**config.mk**
```make
export PLATFORM = sky130hd
export DESIGN_NAME = jk_bank_seq
export DESIGN_NICKNAME = d
export VERILOG_FILES = /design/src/rtl/jk_bank_seq.sv
export SDC_FILE = /design/constraint.sdc
export NUM_CORES = 1
export LEC_CHECK = 0
export ABC_AREA = 1
export BUFFER_PORTS_ARGS = -buffer_cell sky130_fd_sc_hd__buf_2
export CORE_MARGIN = 3
export CORE_UTILIZATION = 49
export CTS_BUF_LIST = sky130_fd_sc_hd__clkbuf_8
export DETAILED_ROUTE_END_ITERATION = 6
export GPL_TIMING_DRIVEN = 0
export PLACE_DENSITY_LB_ADDON = 0.25
export SLEW_MARGIN = 40
export SYNTH_ARGS = -nofsm -noshare
export SYNTH_HDL_FRONTEND = slang
export SYNTH_SLANG_ARGS = --single-unit
```
**constraint.sdc**
```tcl
create_clock -name clk_i -period 4.3 [get_ports clk_i]
set_input_delay 0.86 -clock clk_i [delete_from_list [all_inputs] [get_ports clk_i]]
set_output_delay 0.86 -clock clk_i [all_outputs]
set_load 0.05 [all_outputs]
```
**src/rtl/jk_bank_seq.sv**
```systemverilog
// Command sequencer driving a bank of JK flip-flop cells; every register/counter
// operation is expressed purely as per-bit J/K pairs (00 hold, 01 reset, 10 set, 11 toggle).
module jk_bank_seq #(
  parameter int WIDTH = 8,
  parameter int CNT_W = 8
) (
  input  logic             clk_i,
  input  logic             rst_ni,
  input  logic             cmd_valid_i,
  output logic             cmd_ready_o,
  input  logic [2:0]       cmd_op_i,
  input  logic [WIDTH-1:0] cmd_data_i,
  input  logic [CNT_W-1:0] cmd_len_i,
  input  logic             abort_i,
  output logic [WIDTH-1:0] q_o,
  output logic             busy_o,
  output logic             done_o
);

  typedef enum logic [1:0] {
    ST_IDLE = 2'd0,
    ST_EXEC = 2'd1,
    ST_DONE = 2'd2
  } state_e;

  localparam logic [2:0] OP_LOAD   = 3'd0;
  localparam logic [2:0] OP_CLEAR  = 3'd1;
  localparam logic [2:0] OP_SET    = 3'd2;
  localparam logic [2:0] OP_TOGGLE = 3'd3;
  localparam logic [2:0] OP_CNT_UP = 3'd4;
  localparam logic [2:0] OP_CNT_DN = 3'd5;
  localparam logic [2:0] OP_SHL    = 3'd6;
  localparam logic [2:0] OP_HOLD   = 3'd7;

  localparam logic [CNT_W-1:0] CNT_ONE = CNT_W'(1'b1);

  state_e           state_q, state_d;
  logic [2:0]       op_q, op_d;
  logic [WIDTH-1:0] data_q, data_d;
  logic [CNT_W-1:0] cnt_q, cnt_d;
  logic [WIDTH-1:0] bank_q, bank_d;
  logic             ready_q, ready_d;
  logic             busy_q, busy_d;
  logic             done_q, done_d;
  logic [WIDTH-1:0] j_s, k_s;

  function automatic logic jk_next(input logic q, input logic j, input logic k);
    logic r;
    case ({j, k})
      2'b00:   r = q;
      2'b01:   r = 1'b0;
      2'b10:   r = 1'b1;
      default: r = ~q;
    endcase
    return r;
  endfunction

  // Per-bit J/K drive; a step is suppressed outright when abort is raised in EXEC.
  always_comb begin
    logic carry;
    j_s   = '0;
    k_s   = '0;
    carry = 1'b1;
    if ((state_q == ST_EXEC) && !abort_i) begin
      case (op_q)
        OP_LOAD: begin
          j_s = data_q;
          k_s = ~data_q;
        end
        OP_CLEAR: begin
          k_s = '1;
        end
        OP_SET: begin
          j_s = '1;
        end
        OP_TOGGLE: begin
          j_s = data_q;
          k_s = data_q;
        end
        OP_CNT_UP: begin
          for (int i = 0; i < WIDTH; i++) begin
            j_s[i] = carry;
            k_s[i] = carry;
            carry  = carry & bank_q[i];
          end
        end
        OP_CNT_DN: begin
          for (int i = 0; i < WIDTH; i++) begin
            j_s[i] = carry;
            k_s[i] = carry;
            carry  = carry & ~bank_q[i];
          end
        end
        OP_SHL: begin
          j_s = {bank_q[WIDTH-2:0], data_q[0]};
          k_s = ~{bank_q[WIDTH-2:0], data_q[0]};
        end
        OP_HOLD: begin
          j_s = '0;
          k_s = '0;
        end
        default: begin
          j_s = '0;
          k_s = '0;
        end
      endcase
    end else begin
      j_s = '0;
      k_s = '0;
    end
  end

  // JK cell update for the whole bank.
  always_comb begin
    bank_d = bank_q;
    for (int i = 0; i < WIDTH; i++) begin
      bank_d[i] = jk_next(bank_q[i], j_s[i], k_s[i]);
    end
  end

  // Sequencer next state; cnt holds the number of steps still to apply.
  always_comb begin
    state_d = state_q;
    op_d    = op_q;
    data_d  = data_q;
    cnt_d   = cnt_q;
    case (state_q)
      ST_IDLE: begin
        if (cmd_valid_i) begin
          op_d   = cmd_op_i;
          data_d = cmd_data_i;
          if (!cmd_op_i[2]) begin
            cnt_d   = CNT_ONE;
            state_d = ST_EXEC;
          end else if (cmd_len_i == '0) begin
            cnt_d   = '0;
            state_d = ST_DONE;
          end else begin
            cnt_d   = cmd_len_i;
            state_d = ST_EXEC;
          end
        end else begin
          state_d = ST_IDLE;
        end
      end
      ST_EXEC: begin
        if (abort_i || (cnt_q == CNT_ONE)) begin
          cnt_d   = '0;
          state_d = ST_DONE;
        end else begin
          cnt_d   = cnt_q - CNT_ONE;
          state_d = ST_EXEC;
        end
      end
      ST_DONE: begin
        state_d = ST_IDLE;
      end
      default: begin
        cnt_d   = '0;
        state_d = ST_IDLE;
      end
    endcase
    ready_d = (state_d == ST_IDLE);
    busy_d  = (state_d == ST_EXEC);
    done_d  = (state_d == ST_DONE);
  end

  // State, bank and status flops; status outputs are registered copies of the next state.
  always_ff @(posedge clk_i or negedge rst_ni) begin
    if (!rst_ni) begin
      state_q <= ST_IDLE;
      op_q    <= 3'd0;
      data_q  <= '0;
      cnt_q   <= '0;
      bank_q  <= '0;
      ready_q <= 1'b1;
      busy_q  <= 1'b0;
      done_q  <= 1'b0;
    end else begin
      state_q <= state_d;
      op_q    <= op_d;
      data_q  <= data_d;
      cnt_q   <= cnt_d;
      bank_q  <= bank_d;
      ready_q <= ready_d;
      busy_q  <= busy_d;
      done_q  <= done_d;
    end
  end

  assign q_o         = bank_q;
  assign cmd_ready_o = ready_q;
  assign busy_o      = busy_q;
  assign done_o      = done_q;

endmodule

```
==> impl_metrics.csv, run 1 <==
group,metric,value,unit
outcome,outcome,"finished, final reports clean",
drt,first_iter_violations,124,
synthesis,synth_xor_area_frac,0.01105,
synthesis,syn-instance-count,355,
floorplan,coreArea,0.004504,mm^2
synthesis,yosys_register_bits,32,
synthesis,synth_top_family_by_area,"simple AND/OR/NAND/NOR gates",
floorplan,rows,24,
worst_setup_path,crit_chain,"buf_2 -> nor3_4 -> clkbuf_1 -> nand2_1 -> ha_1 -> nand2_1 -> o21ai_0 -> mux2_2",
place,place.gp.congestion,0.8808,
worst_setup_path,cp-startpoint,"abort_i",
cells_and_area,multiInputGateArea,0.001408,mm^2
clock_tree,postCtsSetupRepairBufs,0,
synthesis,synth_compound_area_frac,0.1321,
worst_setup_path,worstPathRequired,4.47,ns
cells_and_area,most-common-layout-cells,"nand2_1 (119), nor2_1 (47), buf_2 (34), o21ai_0 (34), inv_1 (32)",
synthesis,seq_area_frac_synth,0.3374,
synthesis,synth_flop_cell,"dfrtp_1",
drt,wl,5624,um
timing,setup_viol,0,
cells_and_area,num_antenna_cells,0,
place,io_buffers,33,
clock_tree,htree_levels,2,
place,place_area,0.002608,mm^2
synthesis,synth_cell_types,30,
synthesis,synthAdderAreaFrac,0.09474,
cells_and_area,drive_above_1_share,0.1566,
floorplan,die_x,75.66,um
synthesis,synthArstFlopShare,1.000,
cells_and_area,fin_area,0.002736,mm^2
cells_and_area,nFillCells,415,
cells_and_area,syn2layout_area_growth,15.11,%
synthesis,synthSimpleGateAreaFrac,0.3495,
worst_setup_path,critPathTopFamily,"buffers and inverters",
timing,setup_tns,0,ns
timing,fin_crit_sh,0.5528,
global_route,grt_pass1_wl,9280,um
synthesis,yosys_warnings,0,
floorplan,dieArea,0.005724,mm^2
timing,tightestPinTransition,0.4417,ns
worst_setup_path,start_kind,"input port",
drt,vias,2365,
timing,fin_worst_skew,0.01233,ns
clock_tree,path_clk_slew,0.08,ns
pwr,leakagePower,1.455,nW
global_route,grt_use_total,0.2094,
synthesis,syn_area,0.002377,mm^2
global_route,grt_pass1_vias,2002,
min_path,hold_path_class,"input port to async pin",
clock_tree,post_cts_resize_count,0,
pwr,power_density,785.4,mW/mm^2
drt,postRouteAntennaNets,0,
floorplan,die_h,75.66,um
drt,drc_errors,0,
cells_and_area,final_common_cell,"nand2_1",
synthesis,avgSynthCellArea,6.697,um^2
clock_tree,ctsRootBufferMaster,"clkbuf_8",
clock_tree,cts_tree,"yes",
timing,hold_viol,0,
clock_tree,cts_hold_buf,0,
worst_setup_path,regToRegStartpoint,"op_q[0]",
timing,final_max_slew_viol_count,0,
timing,layout_min_cycle_time,2.377,ns
worst_setup_path,path_class,"input port to register",
worst_setup_path,endpoint_kind,"register",
timing,rsz0062_at_grt,"false",
global_route,grt_max_degree,33,
global_route,gr-total-overflow,0,
worst_setup_path,crit_fanout,10,
drt,drt-pass1-iter-count,7,
worst_setup_path,cp.buffers_inverters,2,
drt,wl_per_cell,12.55,um
pwr,ir_worst_vdd,0.3011,mV
worst_setup_path,crit_top_cell,"nand2_1",
worst_setup_path,slowest_stage,"clkbuf_1",
timing,max_freq,0.4207,GHz
flow_run,maxCapViolCount,0,
cells_and_area,post-route-util,0.6075,
drt,drt-vias-per-instance,5.279,
clock_tree,cts.sinks,32,
cells_and_area,nets,436,
floorplan,start_util,0.5278,
worst_setup_path,cp_slowest_stage_delay,0.40,ns
place,dp_hpwl,4146,um
clock_tree,cts_buffers,5,
cells_and_area,seq_area,802.0,um^2
worst_setup_path,arrival,2.54,ns
floorplan,num_io_pins,34,
synthesis,syn_nets,396,
clock_tree,clk_latency,0.29,ns
clock_tree,clock_path_buffers,2,
timing,relSlewSlack,0.7055,
global_route,antenna_found_initial,0,
synthesis,synth_edf_count,0,
synthesis,yosys-mux-area-fraction,0.004737,
[Yosys cell counts (2+ instances only)]
cell / number / share of area
nor2_1: 47 / 0.074
clkbuf_1: 2 / 0.0032
o22ai_1: 2 / 0.0053
nand2_2: 4 / 0.011
nand3_2: 2 / 0.0084
nand3_1: 14 / 0.029
inv_2: 5 / 0.0079
o21ai_0: 34 / 0.072
dfrtp_1: 31 / 0.33
inv_1: 32 / 0.051
xor2_1: 2 / 0.0074
nor3_1: 4 / 0.0084
buf_2: 2 / 0.0042
nand2_1: 119 / 0.19
o21ai_1: 4 / 0.0084
ha_1: 18 / 0.095
a21oi_1: 16 / 0.034
nand4_1: 5 / 0.013
[registers in the layout, indices dropped and copies added (netlist names)]
name / cells
state_q: 2
cnt_q: 8
busy_o: 1
data_q: 8
cmd_ready_o: 1
q_o: 8
op_q: 3
done_o: 1
[cell families after synthesis]
kind of cell / after synthesis
and+or+nand+nor: 199
AOI/OAI and AO/OA: 60
buffers and inverters: 42
DFF: 32
adders and majority gates: 18
xor gates and xnor gates: 3
muxes: 1
[path summary, 6_finish.rpt]
kind,slack [ns],to,depth (start not counted)
max,1.92,q_o[7],8
min,0.49,q_o[1],1
max reg2reg,2.12,q_o[7],12
min reg2reg,0.53,cnt_q[7],2
max in group asynchronous,3.45,cmd_ready_o,1
min in group clk_i,0.53,cnt_q[7],2
[per-layer routing]
metal	part of all wire	up-vias	wire length, um	global-route usage
li1	-	1225	-	-
met1	0.48	1035	2700	0.3012
met2	0.44	97	2459	0.3193
met3	0.071	8	399	0.03958
met4	0.011	0	64	0.06214
met5	0	-	0	0
[final cells by class]
type	count	area share
Buffer	5	0.01052
Clock buffer	7	0.03521
Clock inverter	1	0.01097
Inverter	37	0.05075
Multi-Input combinational cell	281	0.5144
Sequential cell	32	0.2931
Tap cell	52	0.02378
Timing Repair Buffer	33	0.06127
[where the power goes]
group | switching [W] | total [W] | internal (W)
Combinational | 0.000833 | 0.00123 | 0.000392
Clock | 0.000123 | 0.000327 | 0.000205
Sequential | 0.000154 | 0.000596 | 0.000442
Total | 0.00111 | 0.00215 | 0.00104
[per-stage QoR]
stage / setup WS (ns) / instances / hold slack, ns / total power [W]
after floorplan: 1.948 / 355 / 0.4707 / 0.001525
after global placement: 1.616 / 440 / 0.5015 / 0.001776
after detailed placement: 1.630 / 440 / 0.5058 / 0.001806
after CTS: 1.914 / 448 / 0.5259 / 0.002145
after global routing: 1.772 / 448 / 0.5211 / 0.002351
final: 1.923 / 448 / 0.4920 / 0.002149
[worst register-to-register path: stages, from the launching register on]
cell and delay (ns):
dfrtp_1 0.42, inv_1 0.17, nand2_2 0.12, inv_2 0.11
nand2_1 0.15, o22ai_1 0.18, nor2_1 0.06, nand3_1 0.06
nand2_1 0.07, ha_1 0.33, nand2_1 0.07, o21ai_0 0.07
mux2_2 0.26
Power figures use the tool's default switching activity.
==> inputs of run 2 (changes only) <==
==> constraint.sdc (replaced) <==
create_clock -name clk_i -period 2.3 [get_ports clk_i]
set_input_delay 0.46 -clock clk_i [delete_from_list [all_inputs] [get_ports clk_i]]
set_output_delay 0.46 -clock clk_i [all_outputs]
set_load 0.05 [all_outputs]
==> run 2 against run 1 <==
- global-route usage rose by 0.65 points
- largest power group unchanged
- setup slack got worse by 1.7 ns
- critical endpoint unchanged
- clock-buffer cell count fell by 1
==> impl_metrics.csv, run 2 (same netlist as run 1, synthesis figures left out) <==
group,metric,value,unit
outcome,outcome,"finished, final reports clean",
timing,final_max_slew_viol_count,0,
clock_tree,htree_levels,2,
floorplan,dieArea,0.005724,mm^2
min_path,hold_path_class,"input port to async pin",
floorplan,start_util,0.5278,
timing,layout_min_cycle_time,2.107,ns
place,dp_hpwl,4246,um
global_route,antenna_found_initial,0,
place,io_buffers,33,
worst_setup_path,worstPathRequired,2.49,ns
drt,drt-pass1-iter-count,5,
clock_tree,cts_hold_buf,0,
worst_setup_path,arrival,2.30,ns
drt,wl_per_cell,12.66,um
worst_setup_path,crit_fanout,9,
worst_setup_path,crit_chain,"buf_6 -> inv_2 -> nand3_2 -> o21ai_0 -> nor2_1 -> nand3_1 -> nand2_1 -> ha_1 -> nand2_1 -> o21ai_0 -> mux2_2",
floorplan,die_h,75.66,um
timing,fin_worst_skew,0.007308,ns
global_route,grt_pass1_vias,2039,
worst_setup_path,cp_slowest_stage_delay,0.38,ns
worst_setup_path,critPathTopFamily,"simple AND/OR/NAND/NOR gates",
cells_and_area,nets,436,
floorplan,rows,24,
floorplan,num_io_pins,34,
drt,drc_errors,0,
drt,vias,2371,
worst_setup_path,cp.buffers_inverters,2,
place,place_ws,-0.03635,ns
timing,fin_hold_ws,0.2130,ns
global_route,grt_pass1_wl,9356,um
cells_and_area,syn2layout_area_growth,14.16,%
flow_run,maxCapViolCount,0,
global_route,grt_use_total,0.2159,
place,place_area,0.002609,mm^2
worst_setup_path,regToRegStartpoint,"op_q[2]",
timing,worst_slack,0.1926,ns
clock_tree,clock_path_buffers,2,
cells_and_area,most-common-layout-cells,"nand2_1 (119), nor2_1 (47), buf_2 (35), o21ai_0 (34), inv_1 (32)",
drt,postRouteAntennaNets,0,
worst_setup_path,start_kind,"register",
clock_tree,cts_buffers,5,
pwr,finalPower,0.003902,W
floorplan,coreArea,0.004504,mm^2
clock_tree,postCtsSetupRepairBufs,0,
cells_and_area,fin_area,0.002714,mm^2
floorplan,die_x,75.66,um
timing,setup_viol,0,
timing,fin_crit_sh,0.9163,
place,place.gp.congestion,0.8697,
clock_tree,ctsRootBufferMaster,"clkbuf_8",
clock_tree,clk_latency,0.30,ns
worst_setup_path,r2r_setup_slack,0.19,ns
pwr,power_density,1438,mW/mm^2
global_route,grt_max_degree,33,
cells_and_area,num_antenna_cells,0,
drt,drt-vias-per-instance,5.292,
clock_tree,cts_tree,"yes",
cells_and_area,stdcell_count,448,
clock_tree,cts.sinks,32,
global_route,gr-total-overflow,0,
cells_and_area,nFillCells,453,
worst_setup_path,reg2reg_to,"q_o[7]",
worst_setup_path,slowest_stage,"dfrtp_1",
clock_tree,path_clk_slew,0.07,ns
cells_and_area,drive_above_1_share,0.1641,
cells_and_area,final_common_cell,"nand2_1",
drt,wl,5672,um
timing,max_freq,0.4745,GHz
pwr,leakagePower,1.443,nW
timing,relSlewSlack,0.5181,
place,dpl.cell_count,440,
worst_setup_path,path_class,"register to register",
worst_setup_path,endpoint_kind,"register",
timing,hold_viol,0,
worst_setup_path,r2r_cells,11,
timing,tightestPinTransition,0.7228,ns
timing,rsz0062_at_grt,"false",
drt,first_iter_violations,150,
pwr,ir_worst_vdd,0.6103,mV
[run 2: worst max path at each step]
stage | start | cells past startpoint | endpoint
after floorplan | q_o[1] | 11 | q_o[7]
after global placement | abort_i | 8 | q_o[7]
after detailed placement | abort_i | 8 | q_o[7]
after CTS | state_q[1] | 7 | q_o[7]
after global routing | op_q[2] | 13 | q_o[4]
final | op_q[2] | 11 | q_o[7]
[run 2: power by group]
group,total (W),leakage (nW),switching [W],internal (W)
registers,0.00112,0.400,0.000291,0.000828
clock network,0.000473,0.0486,0.000234,0.000239
logic,0.00231,0.995,0.00157,0.000742
total,0.00390,1.44,0.00209,0.00181
[run 2: stage by stage]
step,util,setup TNS [ns]
floorplan,-,0
global placement,0.5792,0
detailed placement,0.5792,-0.03635
CTS,0.6000,0
global route,0.6025,0
finish,0.6025,0
[run 2: repair_timing]
action	in CTS	in global routing
setup endpoints to repair	0	4
gates resized for setup	0	5
hold endpoints to repair	0	0
[run 2: cell type report]
cell class / instances / area, um^2 / area share
Multi-Input combinational cell: 281 / 1418 / 0.5224
Sequential cell: 32 / 803.3 / 0.2960
Timing Repair Buffer: 33 / 165.2 / 0.06086
Inverter: 37 / 138.9 / 0.05118
Clock buffer: 6 / 82.58 / 0.03043
Tap cell: 52 / 65.06 / 0.02397
Buffer: 5 / 30.03 / 0.01107
Clock inverter: 2 / 11.26 / 0.004149
[run 2: metal layers]
metal	share of wire	global-route usage
met4	0.019	0.09320
met3	0.060	0.03430
met5	0	0
met1	0.48	0.3134
met2	0.44	0.3164
